===== config.mk =====
export PLATFORM = sky130hd
export DESIGN_NAME = dmem_arbiter
export DESIGN_NICKNAME = d
export VERILOG_FILES = /design/src/rtl/dmem_arbiter.sv
export SDC_FILE = /design/constraint.sdc
export NUM_CORES = 1
export LEC_CHECK = 0
export ABC_AREA = 1
export ABC_CLOCK_PERIOD_IN_PS = 1400
export BUFFER_PORTS_ARGS = -buffer_cell sky130_fd_sc_hd__buf_4
export CORE_AREA = 5 5 117 119
export CTS_CLUSTER_SIZE = 12
export DETAILED_ROUTE_END_ITERATION = 8
export DIE_AREA = 0 0 122 124
export GPL_ROUTABILITY_DRIVEN = 0
export SLEW_MARGIN = 20
export SYNTH_ARGS = -nofsm -noshare
export SYNTH_HDL_FRONTEND = slang
export SYNTH_SLANG_ARGS = --single-unit

===== constraint.sdc =====
create_clock -name clk -period 1.4 [get_ports clk]
set_clock_uncertainty 0.1 [all_clocks]
set_input_delay 0 -clock clk [delete_from_list [all_inputs] [get_ports clk]]
set_output_delay 0 -clock clk [all_outputs]
set_load 0.05 [all_outputs]

===== src/rtl/dmem_arbiter.sv =====
// Data-memory arbiter between the single-cycle core's load/store port and
// the debug/loader port. The CPU has priority, but a pending debug request
// is never refused for more than MAX_WAIT consecutive cycles. In halt mode,
// every memory cycle goes to the debug port.
module dmem_arbiter #(
    parameter int MAX_WAIT = 4,
    parameter int AW       = 32,
    parameter int DW       = 32
) (
    input  logic            clk,
    input  logic            reset,
    input  logic            cpu_req,
    input  logic            cpu_we,
    input  logic [AW-1:0]   cpu_addr,
    input  logic [DW-1:0]   cpu_wdata,
    input  logic [DW/8-1:0] cpu_be,
    output logic [DW-1:0]   cpu_rdata,
    output logic            cpu_stall,
    output logic            cpu_halted,
    input  logic            dbg_halt,
    input  logic            dbg_valid,
    output logic            dbg_ready,
    input  logic            dbg_we,
    input  logic [AW-1:0]   dbg_addr,
    input  logic [DW-1:0]   dbg_wdata,
    input  logic [DW/8-1:0] dbg_be,
    output logic            dbg_rvalid,
    output logic [DW-1:0]   dbg_rdata,
    output logic            mem_en,
    output logic            mem_we,
    output logic [AW-1:0]   mem_addr,
    output logic [DW-1:0]   mem_wdata,
    output logic [DW/8-1:0] mem_be,
    input  logic [DW-1:0]   mem_rdata
);

    localparam logic [3:0] MaxWait = 4'(MAX_WAIT);

    typedef enum logic {RUN = 1'b0, HALTED = 1'b1} state_t;

    state_t     state;
    logic [3:0] waitCnt;
    logic       halted;
    logic       starved;
    logic       cpuGnt;
    logic       dbgGnt;

    // Grant decision: a debug request wins when halted, when the CPU is idle,
    // or when it has already been refused MAX_WAIT times in a row.
    // Reset low suppresses every grant.
    always_comb begin
        halted  = (state == HALTED);
        starved = (waitCnt == MaxWait);
        dbgGnt  = reset && dbg_valid && (halted || !cpu_req || starved);
        cpuGnt  = reset && cpu_req && !halted && !dbgGnt;
    end

    assign cpu_stall  = reset && cpu_req && !cpuGnt;
    assign dbg_ready  = dbgGnt;
    assign cpu_halted = halted;
    assign cpu_rdata  = mem_rdata;

    // Memory bus mux: only the granted side reaches the memory. The bus is
    // driven to zero when nothing is granted.
    always_comb begin
        mem_en    = 1'b0;
        mem_we    = 1'b0;
        mem_addr  = '0;
        mem_wdata = '0;
        mem_be    = '0;
        if (cpuGnt) begin
            mem_en    = 1'b1;
            mem_we    = cpu_we;
            mem_addr  = cpu_addr;
            mem_wdata = cpu_wdata;
            mem_be    = cpu_be;
        end else if (dbgGnt) begin
            mem_en    = 1'b1;
            mem_we    = dbg_we;
            mem_addr  = dbg_addr;
            mem_wdata = dbg_wdata;
            mem_be    = dbg_be;
        end
    end

    // Run/halt state, starvation counter and the registered debug read return.
    // The counter only advances on a refused debug request.
    always_ff @(posedge clk) begin
        if (!reset) begin
            state      <= RUN;
            waitCnt    <= '0;
            dbg_rvalid <= 1'b0;
            dbg_rdata  <= '0;
        end else begin
            state <= dbg_halt ? HALTED : RUN;
            if (halted || dbgGnt || !dbg_valid)
                waitCnt <= '0;
            else if (cpu_req)
                waitCnt <= waitCnt + 4'd1;
            dbg_rvalid <= dbgGnt && !dbg_we;
            if (dbgGnt && !dbg_we)
                dbg_rdata <= mem_rdata;
        end
    end

endmodule


==> flow_summary.ini, run 1 <==
[run_status]
status = complete, but fails checks
violations = negative setup slack

[sta]
fin_ws_ns = -0.447
worstMarginPinSlew_ns = 0.362
max_slew_margin = 0.759
hold_slack_ns = 0.00463
final-hold-violation-count = 0
final_max_slew_viol_count = 0
fin_setup_tns_ns = -33.00
fmax_ghz = 0.541
finalCritPeriodShare = 1.32
rsz0062_at_grt = yes
fin_crit_ns = 1.85
setup_violations = 104

[pwr]
max-vdd-ir-drop_mv = 0.741
p_per_area_nw_per_um2 = 614
p_leak_nw = 4.42

[worst_setup_path]
cp_common_cell = nand2_4
cp_slowest_stage_delay_ns = 0.33
r2r_cells = 11
crit_fanout = 13
endpoint_kind = output pin
crit_arrival_ns = 1.75
reg2reg_from = waitCnt[0]
path_cells = inv_2, ha_4, nand3_4, nand2_4, nand2_8, buf_12, buf_16, nand3_2, nand2_4, buf_8
worst-setup-path-type = register to output pin
required_ns = 1.30
start_kind = register
r2r_end = dbg_rdata[20]
crit_slowest_cell = dfxtp_2
rrSetupSlack_ns = -0.24

[drt]
drt_iter0_markers = 213
highest_layer = met4
avgRoutedWirePerCell_um = 19.5
drt_pre_antenna_iters = 4
met2_length_um = 10800
wl_met1_um = 7250
route.met3.wl_um = 2150
drc = 0
routed_wl_um = 21300
ant_nets = 0
routed-via-count = 5071
vias_per_cell = 4.66

[min_path]
min_path_type = input port to register
hold_depth = 5
holdPathEnd = dbg_rdata[20]
min_from = mem_rdata[20]

[cells_and_area]
drive_gt1_frac = 0.616
finalNonFillerCells = 1089
final_net_count = 1094
num_antenna_cells = 0
area_growth_pct = 172
final_core_util = 0.691

[global_route]
antenna_found_initial = 0
grt_max_degree = 35
grtUsageTotal = 0.242
grt_pass1_vias = 5191
overflow = 0
grt_pass1_wl_um = 28400

[logic_synthesis]
syn-num-nets = 753
synth-edff-count = 0
yosysTopAreaCellShare = 0.249
ys_seq_area_frac = 0.240
ys_ff_latch = 38
ys_top_cells_by_count = nand2_1 (210), inv_1 (103), nand3_1 (70)
ys_types = 23
yosysMostFrequentCell = nand2_1
syn_area_um2 = 3170
synth.avg_cell_area_um2 = 5.50
synth_area_leaders = nand2_1 (25%), dfxtp_1 (24%), inv_1 (12%), nand3_1 (11%), buf_4 (7.6%)
synth_flop_cell = dfxtp_1
synthCells = 576
synth-async-reset-ratio = 0
yosysTopAreaCell = nand2_1
yosys_warnings = 0

[clock_tree]
htreeDepth = 2
max-clock-path-buffers = 2
clk_pin_slew_worst_paths_ns = 0.05
clock_latency_ns = 0.28
cts_tree = built
cts_root_buffer = clkbuf_16
cts_sinks = 38
cts_buffers = 5

[floorplanning]
initial_core_util = 0.254
rows = 41
ios = 313
die_area_um2 = 15100
die_w_um = 122
die_y_um = 124
core-area_um2 = 12500

[placement]
io_buffers = 312
placed_cells = 1012
post-place-ws_ns = -0.226
dp_hpwl_um = 13100

[job]
cap_violations = 0
state kept, by name (all words and copies together) (netlist names):
name        count
dbg_rdata      32
cpu_halted      1
waitCnt         4
dbg_rvalid      1
worst max-delay path by stage:
stage	startpoint	to	slack [ns]	cells past startpoint
2_1_floorplan	waitCnt[1]	cpu_stall	-0.15	7
3_3_place_gp	waitCnt[0]	mem_addr[6]	-0.21	9
3_5_place_dp	waitCnt[0]	mem_addr[6]	-0.23	9
4_1_cts	cpu_halted	mem_be[1]	-0.45	6
5_1_grt	waitCnt[0]	mem_wdata[13]	-0.52	10
6_report	waitCnt[1]	mem_addr[6]	-0.45	10
cells by family after synthesis:
group           after synthesis  synth area share
fa+ha+maj                     2           0.00789
flops                        38             0.240
buf+inv                     176             0.262
compound gates                5           0.00829
simple gates                355             0.481
layout make-up:
class | instances | area, µm²
clock buffers | 7 | 143
fillers | 928 | 3860
inverters | 107 | 414
multi-input cells | 362 | 2840
flip-flops and latches | 38 | 767
well taps | 172 | 215
repair buffers | 403 | 4230
worst max-delay path: cells and delay by family, from the launching register on:
| kind | cells | cell delay, ns |
|---|---|---|
| AND/OR/NAND/NOR | 5 | 0.51 |
| flip-flops | 1 | 0.33 |
| buffers and inverters | 4 | 0.47 |
| adder cells (fa/ha/maj) | 1 | 0.15 |
metrics by stage:
step / total power [W] / instance area [µm²]
floorplan: 0.00257 / 3710
detailed placement: 0.00342 / 6110
finish: 0.00529 / 8610
global route: 0.00550 / 8610
CTS: 0.00510 / 8020
global placement: 0.00340 / 6110
layer usage:
metal / global-route usage / vias to the layer above
met3: 0.0695 / 72
met5: 0 / -
li1: - / 2401
met1: 0.272 / 2312
met4: 0.108 / 0
met2: 0.426 / 286
placed cells by master (no fill, tap or decap), types with 31 or more instances in the layout:
| master | count |
|---|---|
| nand4_1 | 32 |
| dfxtp_1 | 35 |
| inv_1 | 100 |
| dlygate4sd3_1 | 31 |
| nand3_2 | 40 |
| buf_8 | 72 |
| nor2_1 | 35 |
| nand2_1 | 100 |
| buf_4 | 258 |
| nand2_4 | 100 |
report_power, final:
group          switching (W)  internal (W)  leakage, nW
logic                0.00171       0.00131         4.04
registers          0.0000247       0.00113        0.311
clock network       0.000419      0.000699       0.0700
what timing repair did:
action / 4_1_cts / 5_1_grt
hold endpoints to repair: 33 / 0
hold buffers: 31 / 0
buffers inserted: 14 / 7
pin swaps: 14 / 14
cloned: 13 / 7
endpoints found under the setup margin: 103 / 105
resized for setup: 244 / 91
(Power assumes the default switching activity.)
==> run 2, diff against run 1 <==
--- a/config.mk
+++ b/config.mk
@@ -7,12 +7,13 @@
 export LEC_CHECK = 0
 export ABC_AREA = 1
 export ABC_CLOCK_PERIOD_IN_PS = 1400
-export BUFFER_PORTS_ARGS = -buffer_cell sky130_fd_sc_hd__buf_4
-export CORE_AREA = 5 5 117 119
+export CORE_AREA = 5 5 120 122
 export CTS_CLUSTER_SIZE = 12
 export DETAILED_ROUTE_END_ITERATION = 8
-export DIE_AREA = 0 0 122 124
+export DIE_AREA = 0 0 125 127
+export DONT_BUFFER_PORTS = 1
 export GPL_ROUTABILITY_DRIVEN = 0
+export MAX_ROUTING_LAYER = met4
 export SLEW_MARGIN = 20
 export SYNTH_ARGS = -nofsm -noshare
 export SYNTH_HDL_FRONTEND = slang
==> constraint.sdc (replaced) <==
create_clock -name clk -period 1.4 [get_ports clk]
set_clock_uncertainty 0.1 [all_clocks]
set_input_delay 0.28 -clock clk [delete_from_list [all_inputs] [get_ports clk]]
set_output_delay 0.28 -clock clk [all_outputs]
set_load 0.05 [all_outputs]
==> run 2 against run 1 <==
  * The run still ends with negative setup slack left
  * Via count down 30%
  * Maximum frequency down 7.2%
  * Count of clock-buffer cells in the layout up 1
  * Utilization down 31 points
  * Worst hold slack better by 0.015 ns
  * Non-clock buffer count down 336
  * Worst setup slack worse by 0.14 ns
  * Sequential share of layout area up 6.4 points
  * Combinational power down 49%
  * Critical path depth down 1
  * Largest cell class is now multi-input combinational cells
==> flow_summary.ini, run 2 (synthesized netlist as in run 1, its figures left out) <==
[global_route]
grtUsageTotal = 0.174
overflow = 0
antenna_found_initial = 0
grt_pass1_wl_um = 21100
grt_pass1_vias = 3417
grt_max_degree = 45

[cells_and_area]
final_net_count = 758
multiInputGateArea_um2 = 2630
regMostFlops = dbg_rdata
final_common_cell = nand2_1
final_cell_mix = nand2_1 (114), inv_1 (100), nand2_4 (65), buf_4 (38), nand3_1 (37)
reg.largest.list = dbg_rdata x32, waitCnt x4
seq_area_um2 = 767
largest_reg_flops = 32
final_core_util = 0.383
fillers = 1360
drive_gt1_frac = 0.375
area_growth_pct = 58.0
num_antenna_cells = 0

[worst_setup_path]
worst-setup-path-type = register to output pin
critPathLaunch = waitCnt[1]
reg2reg_from = waitCnt[1]
required_ns = 1.02
crit_fanout = 8
start_kind = register
path_cells = inv_2, ha_4, nand3_4, nand2_4, nand2_8, buf_8, buf_12, nand3_2, nand2_4
crit_slowest_cell = dfxtp_2
cp_slowest_stage_delay_ns = 0.33
cp_common_cell = nand2_4
crit_arrival_ns = 1.61
endpoint_kind = output pin

[sta]
final-hold-violation-count = 0
rsz0062_at_grt = yes
fin_crit_ns = 1.99
hold_slack_ns = 0.0192
setup_violations = 105
fin_ws_ns = -0.591
finalCritPeriodShare = 1.42
worstMarginPinSlew_ns = 0.523
fmax_ghz = 0.502
max_slew_margin = 0.651
final_max_slew_viol_count = 0

[floorplanning]
die_area_um2 = 15900
die_w_um = 125
core-area_um2 = 13100
ios = 313
die_y_um = 127
initial_core_util = 0.242
rows = 42

[drt]
drc = 0
avgRoutedWirePerCell_um = 19.3
routed-via-count = 3563
drt_iter0_markers = 218
drt_pre_antenna_iters = 4
ant_nets = 0
routed_wl_um = 14600
vias_per_cell = 4.70

[clock_tree]
clk_pin_slew_worst_paths_ns = 0.06
max-clock-path-buffers = 2
cts_root_buffer = clkbuf_16
cts_tree = built
cts_sinks = 38
clock_latency_ns = 0.28
cts_buffers = 5
htreeDepth = 2

[placement]
io_buffers = 0
dp_hpwl_um = 11100

[run_status]
violations = negative setup slack
status = complete, but fails checks

[min_path]
min_from = reset
min_path_type = input port to register

[pwr]
finalPower_w = 0.00394
p_int_w = 0.00233
power_frac_clock = 0.304
p_seq_frac = 0.304
p_sw_frac = 0.409
p_leak_nw = 2.32
share_comb_of_total_power = 0.391
switchingPower_w = 0.00161
p_per_area_nw_per_um2 = 787
max-vdd-ir-drop_mv = 0.628

[job]
cap_violations = 0
run 2: cell count changes in the layout (fill, tap and decap cells not counted), sizes merged:
cell         delta
dlygate4sd3    -29
clkinvlp        +1
inv             -1
bufbuf          -3
clkbuf          -2
buf           -301
run 2: path summary, 6_finish.rpt:
kind / end / slack [ns] / depth (start not counted)
setup / recovery: mem_wdata[6] / -0.59 / 9
setup reg to reg: dbg_rdata[7] / -0.22 / 12
hold / removal: dbg_rdata[6] / 0.02 / 2
hold reg to reg: dbg_rdata[22] / 0.41 / 4
run 2: critical path, delay by kind of cell, from the launching register on:
kind / cells / cell delay (ns)
simple gates: 5 / 0.51
fa+ha+maj: 1 / 0.15
flops: 1 / 0.33
buf+inv: 3 / 0.34
run 2: cell type report:
cell class,count,area share
multi-input cells,362,0.524
repair buffers,67,0.164
inverters,107,0.0834
well taps,176,0.0440
clock buffers,8,0.0315
flip-flops and latches,38,0.153
run 2: what timing repair did:
action,in CTS,in global routing
hold buffers,2,0
hold endpoints to repair,1,0
resized for setup,72,25
setup endpoints to repair,104,105
pin swaps,36,34
gates cloned,5,2
buffers inserted,4,6
run 2: stage by stage:
step	setup WS [ns]	area [µm²]	TNS (ns)	cells
floorplan	-0.304	3960	-17.49	576
finish	-0.591	5010	-46.43	758
global route	-0.682	5010	-55.53	758
CTS	-0.640	4870	-49.73	753
detailed placement	-0.401	4220	-28.35	734
global placement	-0.369	4220	-26.21	734
run 2: power groups by stage:
stage               combinational (W)  sequential (W)  clock (W)
floorplan                     0.00131         0.00132          0
global placement              0.00138         0.00122          0
detailed placement            0.00139         0.00122          0
CTS                           0.00153         0.00120    0.00125
global route                  0.00163         0.00120    0.00129
finish                        0.00154         0.00120    0.00120
run 2: layer usage:
layer | wire length, µm | vias to the layer above | track usage
li1 | - | 1719 | -
met5 | 0 | - | -
met2 | 7420 | 206 | 0.298
met4 | 374 | 0 | 0.0459
met3 | 1270 | 25 | 0.0467
met1 | 5530 | 1613 | 0.204
